`src/rtl/soric_wb_sram_responder_if.sv`:
```
// ---------------------------------------------------------------------------
// soric_wb_sram_responder_if
//   Wishbone classic bus bundle between the Caravel management SoC (master)
//   and the SoRIC SRAM responder (slave).
//   cyc, stb, we  : bus cycle, strobe, write-not-read
//   sel   [3:0]   : byte lane selects
//   adr   [31:0]  : byte address
//   dat_w [31:0]  : write data, master to slave
//   ack           : one-cycle transfer acknowledge, slave to master
//   dat_r [31:0]  : read data, slave to master, valid only while ack = 1
// ---------------------------------------------------------------------------
interface soric_wb_sram_responder_if;
  logic        cyc;
  logic        stb;
  logic        we;
  logic [3:0]  sel;
  logic [31:0] adr;
  logic [31:0] dat_w;
  logic        ack;
  logic [31:0] dat_r;

  modport master (output cyc, stb, we, sel, adr, dat_w, input ack, dat_r);
  modport slave  (input cyc, stb, we, sel, adr, dat_w, output ack, dat_r);
endinterface

```
`src/rtl/soric_wb_sram_responder.sv`:
```
// ---------------------------------------------------------------------------
// soric_wb_sram_responder
//   Wishbone classic slave that serves firmware reads/writes to a single-port
//   OpenRAM-style SRAM macro (port 0). All SRAM controls are registered and
//   only one transfer is outstanding at a time.
// Ports
//   wb_clk_i       : clock, all state on posedge
//   wb_rst_i       : asynchronous active-high reset
//   wbs            : Wishbone bus (slave modport)
//   sram_csb0_o    : SRAM chip select, active-low, one cycle per hit
//   sram_web0_o    : SRAM write enable, active-low
//   sram_wmask0_o  : SRAM byte write mask
//   sram_addr0_o   : SRAM word address
//   sram_din0_o    : SRAM write data
//   sram_dout0_i   : SRAM read data, valid READ_LAT cycles after select
// Configuration macro
//   SORIC_SRAM_STATS_EN : adds 16-bit read/write completion counters readable
//   at BASE_ADDR + 2^(ADDR_W+2); a write to that address clears them.
// ---------------------------------------------------------------------------
module soric_wb_sram_responder #(
  parameter logic [31:0] BASE_ADDR = 32'h3000_0000,
  parameter int          ADDR_W    = 8,
  parameter int          READ_LAT  = 1
) (
  input  logic                 wb_clk_i,
  input  logic                 wb_rst_i,
  soric_wb_sram_responder_if.slave wbs,
  output logic                 sram_csb0_o,
  output logic                 sram_web0_o,
  output logic [3:0]           sram_wmask0_o,
  output logic [ADDR_W-1:0]    sram_addr0_o,
  output logic [31:0]          sram_din0_o,
  input  logic [31:0]          sram_dout0_i
);

  typedef enum logic [2:0] {
    ST_IDLE  = 3'd0,
    ST_WR    = 3'd1,
    ST_RD    = 3'd2,
    ST_RWAIT = 3'd3,
    ST_MISS  = 3'd4,
    ST_ACK   = 3'd5
  } state_t;

  state_t      state_r;
  logic [1:0]  lat_cnt_r;
  logic        ack_r;
  logic [31:0] dat_r_r;
  logic        req_s;
  logic        hit_s;
  logic        unused_s;

  assign req_s = wbs.cyc & wbs.stb;
  assign hit_s = (wbs.adr[31:ADDR_W+2] == BASE_ADDR[31:ADDR_W+2]);
  // Byte offset within a word plays no part in addressing.
  assign unused_s = ^wbs.adr[1:0];

  assign wbs.ack   = ack_r;
  assign wbs.dat_r = dat_r_r;

`ifdef SORIC_SRAM_STATS_EN
  localparam logic [31:0] STATS_ADDR = BASE_ADDR + (32'd1 << (ADDR_W + 2));
  logic        stats_hit_s;
  logic        stats_rd_r;
  logic        stats_wr_r;
  logic [15:0] rd_cnt_r;
  logic [15:0] wr_cnt_r;
  assign stats_hit_s = (wbs.adr[31:2] == STATS_ADDR[31:2]);
`endif

  // Transfer FSM with registered SRAM controls and Wishbone response.
  always_ff @(posedge wb_clk_i or posedge wb_rst_i) begin
    if (wb_rst_i) begin
      state_r       <= ST_IDLE;
      lat_cnt_r     <= 2'd0;
      ack_r         <= 1'b0;
      dat_r_r       <= 32'd0;
      sram_csb0_o   <= 1'b1;
      sram_web0_o   <= 1'b1;
      sram_wmask0_o <= 4'd0;
      sram_addr0_o  <= '0;
      sram_din0_o   <= 32'd0;
`ifdef SORIC_SRAM_STATS_EN
      stats_rd_r    <= 1'b0;
      stats_wr_r    <= 1'b0;
      rd_cnt_r      <= 16'd0;
      wr_cnt_r      <= 16'd0;
`endif
    end else begin
      case (state_r)
        ST_IDLE: begin
          if (req_s) begin
            if (hit_s) begin
              sram_csb0_o  <= 1'b0;
              sram_addr0_o <= wbs.adr[ADDR_W+1:2];
              if (wbs.we) begin
                sram_web0_o   <= 1'b0;
                sram_wmask0_o <= wbs.sel;
                sram_din0_o   <= wbs.dat_w;
                state_r       <= ST_WR;
              end else begin
                sram_web0_o   <= 1'b1;
                sram_wmask0_o <= 4'd0;
                state_r       <= ST_RD;
              end
            end else begin
`ifdef SORIC_SRAM_STATS_EN
              stats_rd_r <= stats_hit_s & ~wbs.we;
              stats_wr_r <= stats_hit_s & wbs.we;
`endif
              state_r <= ST_MISS;
            end
          end else begin
            state_r <= ST_IDLE;
          end
        end
        ST_WR: begin
          // The SRAM has already sampled the write; an abort leaves it committed.
          sram_csb0_o   <= 1'b1;
          sram_web0_o   <= 1'b1;
          sram_wmask0_o <= 4'd0;
          if (!wbs.cyc) begin
            state_r <= ST_IDLE;
          end else begin
            ack_r   <= 1'b1;
`ifdef SORIC_SRAM_STATS_EN
            wr_cnt_r <= wr_cnt_r + 16'd1;
`endif
            state_r <= ST_ACK;
          end
        end
        ST_RD: begin
          sram_csb0_o <= 1'b1;
          if (!wbs.cyc) begin
            state_r <= ST_IDLE;
          end else begin
            // Counter reaches zero on the edge that ends the last latency cycle.
            lat_cnt_r <= 2'(READ_LAT - 1);
            state_r   <= ST_RWAIT;
          end
        end
        ST_RWAIT: begin
          if (!wbs.cyc) begin
            lat_cnt_r <= 2'd0;
            state_r   <= ST_IDLE;
          end else if (lat_cnt_r == 2'd0) begin
            dat_r_r <= sram_dout0_i;
            ack_r   <= 1'b1;
`ifdef SORIC_SRAM_STATS_EN
            rd_cnt_r <= rd_cnt_r + 16'd1;
`endif
            state_r <= ST_ACK;
          end else begin
            lat_cnt_r <= lat_cnt_r - 2'd1;
          end
        end
        ST_MISS: begin
          if (!wbs.cyc) begin
            state_r <= ST_IDLE;
          end else begin
            ack_r   <= 1'b1;
            dat_r_r <= 32'd0;
`ifdef SORIC_SRAM_STATS_EN
            if (stats_rd_r) begin
              dat_r_r <= {rd_cnt_r, wr_cnt_r};
            end else if (stats_wr_r) begin
              rd_cnt_r <= 16'd0;
              wr_cnt_r <= 16'd0;
            end else begin
              dat_r_r <= 32'd0;
            end
`endif
            state_r <= ST_ACK;
          end
        end
        ST_ACK: begin
          // Returning to IDLE here (not sampling) prevents double-acking a held strobe.
          ack_r   <= 1'b0;
          dat_r_r <= 32'd0;
          state_r <= ST_IDLE;
        end
        default: begin
          ack_r       <= 1'b0;
          dat_r_r     <= 32'd0;
          sram_csb0_o <= 1'b1;
          sram_web0_o <= 1'b1;
          state_r     <= ST_IDLE;
        end
      endcase
    end
  end

endmodule

```
`src/flat_wrapper.sv`:
```
// flat-port wrapper written by rule: the top's interface ports become plain ports
module soric_wb_sram_responder_flat 
#(
  parameter logic [31:0] BASE_ADDR = 32'h3000_0000,
  parameter int          ADDR_W    = 8,
  parameter int          READ_LAT  = 1
)
  (wb_clk_i, wb_rst_i, sram_csb0_o, sram_web0_o, sram_wmask0_o, sram_addr0_o, sram_din0_o, sram_dout0_i, wbs_cyc, wbs_stb, wbs_we, wbs_sel, wbs_adr, wbs_dat_w, wbs_ack, wbs_dat_r);
  soric_wb_sram_responder_if wbs_i ();
  input  logic wb_clk_i;
  input  logic wb_rst_i;
  output logic sram_csb0_o;
  output logic sram_web0_o;
  output logic [3:0] sram_wmask0_o;
  output logic [ADDR_W-1:0] sram_addr0_o;
  output logic [31:0] sram_din0_o;
  input  logic [31:0] sram_dout0_i;
  input wire logic [$bits(wbs_i.cyc)-1:0] wbs_cyc;
  input wire logic [$bits(wbs_i.stb)-1:0] wbs_stb;
  input wire logic [$bits(wbs_i.we)-1:0] wbs_we;
  input wire logic [$bits(wbs_i.sel)-1:0] wbs_sel;
  input wire logic [$bits(wbs_i.adr)-1:0] wbs_adr;
  input wire logic [$bits(wbs_i.dat_w)-1:0] wbs_dat_w;
  output wire logic [$bits(wbs_i.ack)-1:0] wbs_ack;
  output wire logic [$bits(wbs_i.dat_r)-1:0] wbs_dat_r;
  assign wbs_i.cyc = wbs_cyc;
  assign wbs_i.stb = wbs_stb;
  assign wbs_i.we = wbs_we;
  assign wbs_i.sel = wbs_sel;
  assign wbs_i.adr = wbs_adr;
  assign wbs_i.dat_w = wbs_dat_w;
  assign wbs_ack = wbs_i.ack;
  assign wbs_dat_r = wbs_i.dat_r;
  soric_wb_sram_responder #(.BASE_ADDR(BASE_ADDR), .ADDR_W(ADDR_W), .READ_LAT(READ_LAT)) u_core (.wb_clk_i(wb_clk_i), .wb_rst_i(wb_rst_i), .wbs(wbs_i), .sram_csb0_o(sram_csb0_o), .sram_web0_o(sram_web0_o), .sram_wmask0_o(sram_wmask0_o), .sram_addr0_o(sram_addr0_o), .sram_din0_o(sram_din0_o), .sram_dout0_i(sram_dout0_i));
endmodule
```
`config.mk`:
```
export PLATFORM = sky130hd
export DESIGN_NAME = soric_wb_sram_responder_flat
export DESIGN_NICKNAME = d
export VERILOG_FILES = /design/src/rtl/soric_wb_sram_responder_if.sv /design/src/rtl/soric_wb_sram_responder.sv /design/src/flat_wrapper.sv
export SDC_FILE = /design/constraint.sdc
export NUM_CORES = 1
export LEC_CHECK = 0
export CORE_UTILIZATION = 40
export CTS_BUF_LIST = sky130_fd_sc_hd__clkbuf_2 sky130_fd_sc_hd__clkbuf_4 sky130_fd_sc_hd__clkbuf_8
export DETAILED_ROUTE_END_ITERATION = 10
export PLACE_DENSITY = 0.91
export RECOVER_POWER = 50
export SETUP_SLACK_MARGIN = 0.4
export SYNTH_ARGS = -nofsm -noshare
export SYNTH_HDL_FRONTEND = slang
export SYNTH_SLANG_ARGS = --single-unit
```
`constraint.sdc`:
```
create_clock -name wb_clk_i -period 5.6 [get_ports wb_clk_i]
set_clock_uncertainty 0.2 [all_clocks]
set_input_delay 0.84 -clock wb_clk_i [delete_from_list [all_inputs] [get_ports wb_clk_i]]
set_output_delay 0.84 -clock wb_clk_i [all_outputs]
set_load 0.02 [all_outputs]
```
* Word level (Yosys, flattened, before mapping)
Cells that the tools add are included.
** Cells by class
- Add/subtract/negate cells :: 1
- Eq/ne operators :: 15
- Mux-type cells :: 31
- Bitwise operators :: 5
- Reduce and logical (&&, ||, !) cells :: 17
** Operator list (number)
- two-way mux 32 bit :: 3
- case mux 32 bit (3 select lines) :: 1
- equality test 22 x 20 -> 1 bit (second input constant) :: 1
- two-way mux 3 bit :: 5
- AND reduction 3 bit :: 5
- two-way mux 4 bit :: 3
- case mux 3 bit (4 select lines) :: 1
- AND reduction 4 bit :: 3
- two-way mux 2 bit :: 5
- two-way mux 1 bit :: 8
- inequality test 2 x 1 -> 1 bit (second input constant) :: 4
- case mux 4 bit (2 select lines) :: 1
- equality test 3 x 2 -> 1 bit (second input constant) :: 2
- equality test 3 bit (second input constant) :: 2
- inequality test 2 bit (second input constant) :: 3
- OR reduction 3 bit :: 2
- inverter 1 bit :: 4
- case mux 1 bit (2 select lines) :: 2
- case mux 2 bit (2 select lines) :: 1
- nonzero test 2 bit :: 2
- OR reduction 2 bit :: 2
- OR reduction 4 bit :: 1
- equality test 3 x 1 -> 1 bit (second input constant) :: 1
- logical NOT 3 bit :: 1
- other kinds (6) :: 6
** Storage, ports and cells
- Register bits :: 84
- Input port bits :: 105
- Output and inout port bits :: 79

* Logic depth before layout (Yosys ltp)
- Depth after elaboration :: 4
- Mapped depth :: 7
- Mapped depth without buffers :: 6

* Worst setup path after synthesis
OpenSTA, ideal clock, no wires.
- Kind :: input port to flip-flop
- Start :: in wbs_adr[17]
- End :: reg u_core.sram_din0_o[0]
- Library setup time :: 0.125 ns
- Data arrival time :: 2.278 ns
- Data required time :: 5.275 ns
- Setup slack :: 2.996 ns
- Stages on the path :: 5
- Buffers on the path :: 1
- Cells stage by stage :: nor4_1 nand2_2 nor4_4 buf_6 mux2_4
** Between the ends
- Cells in the longest elaborated chain, start to end :: 2
** RTL lines
- from (decl) :: line flat_wrapper.sv:22 : input wire logic [$bits(wbs_i.adr)-1:0] wbs_adr;
- equality test 22 x 20 -> 1 bit :: line soric_wb_sram_responder.sv:54 : assign hit_s = (wbs.adr[31:ADDR_W+2] == BASE_ADDR[31:ADDR_W+2]);
- AND reduction 4 bit (no line)
- to (signal assigned) :: line soric_wb_sram_responder.sv:99 : sram_din0_o <= wbs.dat_w;
- to (decl) :: line soric_wb_sram_responder.sv:32 : output logic [31:0] sram_din0_o,
No other way between the ends.
A chain may end at the register's enable or synchronous reset.

* Final worst setup path
- Start :: in wbs_adr[28]
- End :: reg u_core.sram_din0_o[31]
The elaborated chain is that of the path after synthesis.

==> results by group <==
Logic synthesis
  – Seq/Total Area, Yosys: approximately 57%
  – Post-synth cell types: 37
  – Synthesized net count: 431
  – Synthesized instance count: 325
  – Synth Register Bits: 84
  – Ys async rst share: 100%
  – Post-synth top flop: dfrtp_1
  – YS warnings: 0
  – Post-Syn Area: around 3700 sq um
  – Avg Inst Size Synth: 11.4 sq um
  – Post-synth EDFFs: 0

STA
  – # setup viols final: 0
  – Tmin final: about 3400 ps
  – Period utilisation layout: 60.0%
  – Worst slew pin tran: between 1500 and 2000 ps
  – Final Max Slew Viols: 37
  – Max_slew headroom: -6.25%
  – Worst hold slack: ~260 ps
  – TNS Setup: 0 ps
  – Hold Fails Final Rpt: 0
  – RSZ-0062 raised after global routing: false
  – Worst setup margin: between 2000 and 2500 ps
  – F_max: between 0.2 and 0.3 GHz

Clocking
  – Worst skew pair latency: approximately 340 ps
  – CTS tree: done
  – Clock Sinks: 84
  – Inserted Clock Buffers: 9
  – Clock-pin slew on the worst setup and hold paths: ~80 ps
  – PostCTS Resize Cnt: 0
  – Clock buffer depth: 2
  – Post-CTS Hold Fix Bufs: 0
  – Post-CTS Repair Setup Buffers: 0
  – Root buf cell: clkbuf_8
  – CTS H-Tree Depth: 3

Route
  – Residual DRC: 18
  – Total number of vias: 3049
  – Vias/cell: between 4 and 5
  – Initial DRC count: 96
  – DRT Pass-1 Iters: 7
  – Wire per inst: roughly 15 microns
  – Routed wire length: 9.38 mm
  – Post-route ant nets: 0

Power and ir drop
  – Comb power frac: between 15 and 20%
  – Worst IR Drop VDD: around 0.14 mV
  – Clock power frac: about 36%
  – Cell Pwr Density: about 230 nW/um^2
  – Internal: 0.999 mW
  – Sw Ratio: roughly 25%
  – Leak: 2.75 nW
  – Sw Pwr: 0.330 mW
  – Sequential share of power: 48.6%

Global route
  – First-pass GRT wire length: ~15 mm
  – Total track usage: approximately a fifth
  – Largest net degree at the start of global routing: 50
  – Vias in the first global route: 3174
  – Global route overflow: 0
  – Initial antenna violation count: 0

Die
  – Die area: 9610 sq um
  – Die H: between 90 and 100 microns
  – # IOs: ~180
  – Core area: around 9000 sq um
  – Std-Cell Rows: 34
  – DIE WIDTH: 98.0 microns
  – Starting Density: between 40% and 50%

Finish
  – Fin nets: between 600 and 700
  – P&R area growth vs syn: 56.5%
  – Filler cells: roughly 660
  – Share of cells above drive strength 1: between 10% and 20%
  – Antenna cell count: 0
  – Post-layout util: between 60% and 70%
  – Fin cells: 613
  – Most frequent cells in the layout: clkdlybuf4s50_1, dfrtp_1, nand2_1
  – Commonest non-fill, non-tap cell in the layout: clkdlybuf4s50_1

Place
  – Port Buf Inserts: approximately 180
  – DP HPWL: 6.82 mm
  – Gpl congestion: about 0.76
  – Placed cells: approximately 600
  – Setup WS pre-CTS: between 1500 and 2000 ps

Worst hold path
  – Hold Path Class: flop to flop

Status
  – Failing checks: design-rule violations, max-capacitance violations, max-slew violations
  – Outcome: finished, violations left

Flow run
  – Max Cap Viol: 1

Setup path
  – Worst Path Arrival: around 3400 ps
  – CP Max Fanout: 32
  – Required time of the worst setup path: about 5600 ps
  – Crit end category: flop
  – Critical Setup Path Class: input port to flop
  – Setup crit start kind: input port
final cells by class:
cell class | instances | area, sq um | share of cell area (%)
flip-flops and latches | 84 | 2100 | 36.4
repair buffers | 184 | 1830 | 31.8
multi-input cells | 211 | 1440 | 25.0
well taps | 108 | 135 | 2.34
clock buffers | 10 | 131 | 2.27
clock inverters | 6 | 88.8 | 1.54
inverters | 10 | 38.8 | 0.672
cell usage after synthesis, drive strengths merged, types with 2 or more instances:
master | n | area share (%)
nand4 | 2 | 0.34
nand3 | 34 | 4.6
o21a | 4 | 0.81
dfrtp | 82 | 56
clkbuf | 15 | 1.5
inv | 10 | 1.0
nor2b | 5 | 0.85
o21ai | 14 | 1.9
o211ai | 4 | 0.81
nand2 | 75 | 7.7
nor4 | 5 | 1.4
nor2 | 2 | 0.20
dfstp | 2 | 1.4
nor3 | 7 | 1.3
or4 | 2 | 0.51
a21oi | 6 | 0.81
buf | 5 | 1.4
mux2 | 40 | 15
metrics by stage:
| step | instance area, sq um | power (mW) |
|---|---|---|
| 3_5_place_dp | 5560 | 0.871 |
| 2_1_floorplan | 3690 | 0.743 |
| 6_report | 5780 | 1.33 |
| 4_1_cts | 5780 | 1.34 |
| 3_3_place_gp | 5560 | 0.863 |
| 5_1_grt | 5780 | 1.39 |
kinds of logic after synthesis:
kind of cell,Yosys count,synth area share (%)
muxes,40,15.3
buffers and inverters,30,3.97
DFF,84,57.0
xor gates and xnor gates,1,0.237
and+or+nand+nor,136,17.7
AOI/OAI and AO/OA,33,5.46
adders and majority gates,1,0.339
power by group through the flow:
stage | clock network (mW) | registers, mW | logic (mW)
6_report | 0.471 | 0.646 | 0.211
5_1_grt | 0.512 | 0.651 | 0.230
4_1_cts | 0.484 | 0.646 | 0.214
3_5_place_dp | 0 | 0.658 | 0.212
3_3_place_gp | 0 | 0.656 | 0.207
2_1_floorplan | 0 | 0.668 | 0.0741
critical path: stages:
cell and delay (ps):
clkdlybuf4s50_1 450, nor4bb_1 270, nand4_1 510, nor4_4 390, buf_4 500, mux2_2 400
path summary, 6_finish.rpt:
path	slack [ps]	startpoint	depth (start not counted)	endpoint
worst max-delay path	2240	wbs_adr[28]	6	u_core.sram_din0_o[31]
worst min-delay path	260	u_core.wbs.dat_r[8]	2	u_core.wbs.dat_r[8]
worst max register to register	3140	u_core.state_r[0]	5	u_core.sram_din0_o[31]
worst min register to register	260	u_core.wbs.dat_r[8]	2	u_core.wbs.dat_r[8]
max in group asynchronous	2800	wb_rst_i	3	u_core.sram_din0_o[23]
min in group asynchronous	1130	wb_rst_i	2	u_core.sram_din0_o[31]
metal layers:
layer  share of wire, %  track usage (%)  up-vias
met4               0.61             4.08        0
met2                 50             34.7      110
li1                   -                -     1456
met3                7.2             6.01        8
met5                  0                0        -
met1                 42             25.4     1475
flip-flops by register name, summed over array words and instances, names as in the netlist:
| register | cells |
|---|---|
| u_core.sram_din0_o | 32 |
| u_core.wbs.dat_r | 32 |
| u_core.sram_addr0_o | 8 |
| u_core.sram_wmask0_o | 4 |
| u_core.state_r | 3 |
| u_core.lat_cnt_r | 2 |
| u_core.sram_csb0_o | 1 |
| u_core.sram_web0_o | 1 |
| u_core.wbs.ack | 1 |
No activity file was read; power rests on OpenSTA's default activity.
